`src/rtl/pool2d_stream.sv`:
```
// 2x2 / 2x1 max or average pooling over a column stream; 1-cycle latency from the completing beat.
// Single output register: input stalls only while that register is full and out_ready is low.
module pool2d_stream #(
  parameter int DATA_W = 8,
  parameter int ROWS   = 24,
  parameter int COL_W  = 16,
  parameter bit SIGNED = 1'b0
) (
  input  logic                         clk,
  input  logic                         rst_n,
  input  logic [1:0]                   mode,
  input  logic [COL_W-1:0]             col,
  input  logic                         in_valid,
  output logic                         in_ready,
  input  logic [ROWS*DATA_W-1:0]       in_data,
  output logic                         out_valid,
  input  logic                         out_ready,
  output logic [(ROWS/2)*DATA_W-1:0]   out_data,
  output logic                         out_last
);

  localparam int K  = ROWS / 2;
  localparam int EW = DATA_W + 2;

  typedef enum logic {IDLE, HOLD} state_t;

  state_t                   state_q;
  logic [1:0]               mode_q;
  logic [COL_W-1:0]         col_q;
  logic [COL_W-1:0]         col_cnt;
  logic [K-1:0][EW-1:0]     hold_q;

  logic [1:0]               eff_mode;
  logic [COL_W-1:0]         eff_col;
  logic                     is_avg, is_vert, last, produce, accept;
  logic [K-1:0][EW-1:0]     v, pair, avg4, lone, r;
  logic [K*DATA_W-1:0]      out_nxt;

  // Elements are widened by two bits so every intermediate can use signed ops;
  // zero-extension keeps unsigned values non-negative under signed compare/shift.
  function automatic logic [EW-1:0] ext(input logic [DATA_W-1:0] x);
    if (SIGNED) ext = {{2{x[DATA_W-1]}}, x};
    else        ext = {2'b00, x};
  endfunction

  function automatic logic [EW-1:0] smax(input logic [EW-1:0] a, input logic [EW-1:0] b);
    smax = ($signed(a) > $signed(b)) ? a : b;
  endfunction

  assign in_ready = rst_n && (!out_valid || out_ready);
  assign accept   = in_valid && in_ready;

  always_comb begin
    eff_mode = (col_cnt == '0) ? mode : mode_q;
    eff_col  = (col_cnt == '0) ? ((col == '0) ? COL_W'(1) : col) : col_q;
    last     = (col_cnt == eff_col - COL_W'(1));
    is_avg   = (eff_mode == 2'b01);
    is_vert  = (eff_mode == 2'b10);
    produce  = is_vert || (state_q == HOLD) || last;
    v        = '0;
    pair     = '0;
    avg4     = '0;
    lone     = '0;
    r        = '0;
    out_nxt  = '0;
    for (int k = 0; k < K; k++) begin
      v[k] = is_avg ? ext(in_data[2*k*DATA_W +: DATA_W]) + ext(in_data[(2*k+1)*DATA_W +: DATA_W])
                    : smax(ext(in_data[2*k*DATA_W +: DATA_W]), ext(in_data[(2*k+1)*DATA_W +: DATA_W]));
      pair[k] = hold_q[k] + v[k] + EW'(2);
      avg4[k] = $signed(pair[k]) >>> 2;
      lone[k] = $signed(v[k] + EW'(1)) >>> 1;
      if (is_vert)               r[k] = v[k];
      else if (state_q == HOLD)  r[k] = is_avg ? avg4[k] : smax(hold_q[k], v[k]);
      else                       r[k] = is_avg ? lone[k] : v[k];
      out_nxt[k*DATA_W +: DATA_W] = DATA_W'(r[k]);
    end
  end

  always_ff @(posedge clk or negedge rst_n) begin
    if (!rst_n) begin
      state_q   <= IDLE;
      mode_q    <= '0;
      col_q     <= '0;
      col_cnt   <= '0;
      hold_q    <= '0;
      out_valid <= 1'b0;
      out_data  <= '0;
      out_last  <= 1'b0;
    end else begin
      if (accept) begin
        if (col_cnt == '0) begin
          mode_q <= mode;
          col_q  <= eff_col;
        end
        col_cnt <= last ? '0 : col_cnt + COL_W'(1);
        if (!is_vert && state_q == IDLE && !last) begin
          hold_q  <= v;
          state_q <= HOLD;
        end else begin
          state_q <= IDLE;
        end
      end
      if (accept && produce) begin
        out_valid <= 1'b1;
        out_data  <= out_nxt;
        out_last  <= last;
      end else if (out_ready) begin
        out_valid <= 1'b0;
        out_last  <= 1'b0;
      end
    end
  end

endmodule

```
`config.mk`:
```
export PLATFORM = sky130hd
export DESIGN_NAME = pool2d_stream
export DESIGN_NICKNAME = d
export VERILOG_FILES = /design/src/rtl/pool2d_stream.sv
export SDC_FILE = /design/constraint.sdc
export NUM_CORES = 2
export LEC_CHECK = 0
export ABC_CLOCK_PERIOD_IN_PS = 9300
export BUFFER_PORTS_ARGS = -buffer_cell sky130_fd_sc_hd__buf_4
export CAP_MARGIN = 20
export CORE_ASPECT_RATIO = 1.4
export CORE_MARGIN = 8
export CORE_UTILIZATION = 35
export CTS_CLUSTER_DIAMETER = 200
export DETAILED_ROUTE_END_ITERATION = 7
export PLACE_DENSITY = 0.54
export SLEW_MARGIN = 10
export SYNTH_ARGS = -nofsm -noshare
export SYNTH_HDL_FRONTEND = slang
export SYNTH_SLANG_ARGS = --single-unit
```
`constraint.sdc`:
```
create_clock -name clk -period 9.3 [get_ports clk]
set_input_delay 0 -clock clk [delete_from_list [all_inputs] [get_ports clk]]
set_output_delay 0 -clock clk [all_outputs]
set_load 0.1 [all_outputs]
```
# Yosys cells after proc, flatten, opt, wreduce, memory -nomap -nowiden
# Cells that the tools add are included.
# totals
regBits,241
output_inout_bits,99
inputBits,214
# op_classes
eq_ne,3
n_reduce_logical,16
addsub,50
n_mux,92
order_cmp,24
n_bitwise,1
# op_table
op,count
$mux W8,72
$add A10 B2 Y10 const B,12
$add A9 B9 Y10,12
$add A8 B8 Y9,12
$add A9 B1 Y9 const B,12
$gt A9 B9 Y1,12
$mux W9,12
$gt A8 B8 Y1,12
$mux W16,3
$logic_not A16 Y1,2
$add A16 B1 Y16 const B,1
$eq A16 B16 Y1,1
$sub A16 B1 Y16 const B,1
$logic_and A1 B1 Y1,5
$mux W1,4
$reduce_and A2 Y1,2
$logic_not A1 Y1,3
$logic_or A1 B1 Y1,3
$eq A2 B1 Y1 const B,1
$eq A2 B2 Y1 const B,1
$mux W2,1
$reduce_bool A2 Y1,1
$not A1 Y1,1

# Depth between registers and ports, before layout
# logic_depth
depth_word,9
ltp_mapped,28
depth_no_buf,23

# Worst setup path before layout
# Ideal clock, no wire load.
# synth_path
path_kind,reg-to-reg
from,register col_cnt[0]
to,register out_data[18]
setup_time_ns,0.135
synth_period_minus_slack_ns,5.539
stages_incl_launch_ff,28
arrival_ns,5.404
setup_slack_ns,3.761
cell_sequence,dfrtp_1 inv_1 ha_1 nor4b_4 and4_1 a21o_1 buf_6 buf_6 buf_6 buf_6 buf_2 buf_2 clkbuf_1 buf_1 nor2_1 inv_1 ha_1 inv_1 or4_1 nor4_1 nor3b_1 a222oi_1 o221ai_1 a211o_1 a21oi_2 mux2_2 a21oi_1 o31ai_1
# synth_rtl
element,line,text
from (decl),30,logic [COL_W-1:0] col_cnt;
from (signal assigned),95,col_cnt <= last ? '0 : col_cnt + COL_W'(1);
to (signal assigned),105,out_data <= out_nxt;
to (decl),18,"output logic [(ROWS/2)*DATA_W-1:0] out_data,"

# Worst setup path after layout
# layout_path
from,register col_cnt[0]
to,register out_data[63]
# layout_via
elab_chain_cells,9
# layout_lines
element,line,text
$logic_not A16 Y1,"54, 55",
$mux W2,--,
$eq A2 B1 Y1,57,is_avg = (eff_mode == 2'b01);
$mux W9,67,v[k] = is_avg ? ext(in_data[2*k*DATA_W +: DATA_W]) + ext(in_data[(2*k+1)*DATA_W +: DATA_W])
$add A9 B9 Y10 / $gt A9 B9 Y1 (equally long branches),"69, 47",
$add A10 B2 Y10 / $mux W8 (equally long branches),"69, 47",
$mux W8 (2 in a row),73,"else if (state_q == HOLD) r[k] = is_avg ? avg4[k] : smax(hold_q[k], v[k]);"
$mux W8,72,if (is_vert) r[k] = v[k];
# Parallel ways exist; a longest one is shown, timed or not.
# A chain may end at the register's enable or synchronous reset.

==> metrics.yaml <==
die_height_um: 377
cp.required_ns: 9.85
timing.slew.headroom_pct: 24.0
drt-pass1-iter-count: 5
grt_util_all_layers_pct: 22.8
period_share_pct: 72.2
core_area_um2: 92300
overflow: 0
setup_viol: 0
route.detailed.drc: 0
grt_pass1_vias: 32213
grt_pass1_wl_mm: 188
power_frac_comb_pct: 70.4
async_reset_ff_share_pct: 100
cts_buffer_depth: 3
final_common_cell: "ha_1"
vias_per_cell: 5.65
grt_max_degree: 128
syn_avg_cell_area_um2: 8.05
slew_viol_final: 0
globalplace.congestion: 0.893
tightest_slew_ns: 1.14
synth_seq_cells: 241
cts-root-buf: "clkbuf_16"
layout-drive-gt1-share_pct: 14.1
ys.flop_type: "dfrtp_1"
syn_nets: 4725
cts.sinks: 241
synthesis.area_um2: 32500
syn_to_final_growth_pct: 16.3
final_nets: 5024
antenna_found_initial: 5
p_int_uw: 5110
peakVddDrop_uv: 230
vias: 31489
cap_violations: 0
cp-start-kind: "register"
p_sw_share_pct: 54.9
cp_max_fo: 59
hold_viol_final: 0
ys_types: 122
synth_edf_count: 0
setup_tns_ns: 0
finalNonFillerCells: 5571
cts_made_buffers: 31
dp_cells: 5432
fillers: 9468
path_clk_slew_ns: 0.06
skew_ns: 0.0153
h-tree-depth: 1
cts_tree: "yes"
hp-class: "primary input to asynchronous set/reset pin"
ys_seq_area_share_pct: 18.5
die_area_um2: 103000
arrival_ns: 7.27
clock_power_share_pct: 11.5
wl_per_cell_um: 21.8
cts_setup_buffers: 0
start_util_pct: 35.2
p_per_area_nw_per_um2: 300
syn-instance-count: 4040
criticalPathCategory: "register to register"
hold_ws_ns: 0.0117
fmax_ghz: 0.149
final_cell_mix: "ha_1, buf_4, inv_1"
die_x_um: 274
status: "finished, final reports clean"
r2r_slack_ns: 2.58
clk_latency_ns: 0.61
dp_hpwl_mm: 90.3
cp-end-kind: "register"
wl_mm: 122
ys_warn_count: 0
ios: 313
switchingPower_uw: 6230
antenna_left: 0
power.leakage_uw: 0.0174
rsz0062_at_grt: "no"
period_needed_ns: 6.72
seq_power_share_pct: 18.0
drt_iter0_drc: 2258
numPortBuffers: 312
rows: 132
## power groups by stage
stage	sequential [uW]	clock (uW)	combinational [uW]
after floorplan	3270	0	4630
after global placement	2060	0	7870
after detailed placement	2060	0	7900
after CTS	2050	1340	7990
after global routing	2110	1380	8730
final	2050	1310	7990
## kinds of logic after synthesis
logic type | Yosys count | share of synthesized area (%)
AO/OA/AOI/OAI | 1235 | 25.7
AND/OR/NAND/NOR | 1157 | 17.9
buffers and inverters | 519 | 6.85
adder cells (fa/ha/maj) | 475 | 18.8
flip-flops | 241 | 18.5
XOR/XNOR | 233 | 6.27
multiplexers | 180 | 5.91
## cell usage after synthesis (46+ instances only)
master / n / share of area, %
mux2_2: 77 / 2.7
inv_1: 348 / 4.0
mux2i_1: 96 / 3.0
nand2b_1: 46 / 0.88
o21ai_0: 271 / 4.2
dfrtp_1: 241 / 19
clkbuf_1: 83 / 0.96
nor2_1: 261 / 3.0
nor3_1: 87 / 1.3
xor2_1: 63 / 1.7
ha_1: 447 / 17
o211ai_1: 55 / 1.3
o31ai_1: 46 / 1.1
nand3_1: 117 / 1.8
nand2_1: 333 / 3.8
o21bai_1: 47 / 1.1
a21oi_1: 319 / 4.9
xnor2_1: 170 / 4.6
a31oi_1: 51 / 0.98
## final cells by class
class / count / area [um2] / area share, %
multi-input combinational: 3280 / 24400 / 64.5
sequential: 241 / 6030 / 15.9
timing repair buffer: 434 / 3530 / 9.33
tap: 1206 / 1510 / 3.99
inverter: 351 / 1320 / 3.48
clock buffer: 43 / 901 / 2.38
clock inverter: 14 / 148 / 0.390
antenna: 2 / 5.00 / 0.0132
## worst paths after layout
path                              startpoint            to  cells after the start
worst max-delay path              col_cnt[0]  out_data[63]                     23
worst min-delay path                   rst_n  out_data[17]                      3
worst max register to register    col_cnt[0]  out_data[63]                     23
worst min register to register  out_data[51]  out_data[51]                      2
max in group asynchronous              rst_n       state_q                      4
min in group clk                in_data[186]   hold_q[112]                      4
## per-layer routing
layer | part of all wire (%) | up-vias | global-route usage [%]
li1 | - | 15311 | -
met1 | 42 | 15174 | 27.8
met2 | 49 | 787 | 40.5
met3 | 4.2 | 217 | 2.31
met4 | 4.1 | 0 | 9.02
met5 | 0 | - | 0
## critical path, cell delays in order, from the launching register on
cell and delay (ns):
dfrtp_1 0.44, inv_1 0.08, ha_1 0.17, nor4b_4 0.31
and4_1 0.83, a21o_4 0.64, buf_12 0.38, nand3_1 0.18
dlygate4sd3_1 0.61, o21ai_2 0.10, inv_1 0.13, ha_1 0.37
fa_1 0.48, a21o_1 0.18, a21oi_1 0.22, nor2b_1 0.07
o21ai_0 0.23, a21boi_0 0.18, o21a_1 0.19, nor2_1 0.11
xnor2_1 0.12, o21ai_0 0.09, a311o_1 0.36, nand3_1 0.08
## per-stage QoR
step	setup slack (ns)	total power, uW	instance area (um2)	utilization, %
final	2.58	11300	37800	41.0
after global routing	2.11	12200	37800	41.0
after CTS	2.58	11400	37800	41.0
after detailed placement	2.86	9960	36000	39.0
after global placement	2.92	9930	36000	39.0
after floorplan	3.76	7900	32500	-
## flip-flops by register name, indices dropped and copies added, names as in the netlist
| signal | count |
|---|---|
| state_q | 1 |
| out_last | 1 |
| mode_q | 2 |
| out_data | 96 |
| col_cnt | 16 |
| hold_q | 108 |
| out_valid | 1 |
| col_q | 16 |
## what timing repair did
action,4_1_cts,5_1_grt
hold endpoints to repair,255,0
gates resized for setup,0,0
hold buffers,79,0
endpoints found under the setup margin,0,0
Note: power is estimated with default switching activity, not from simulation.
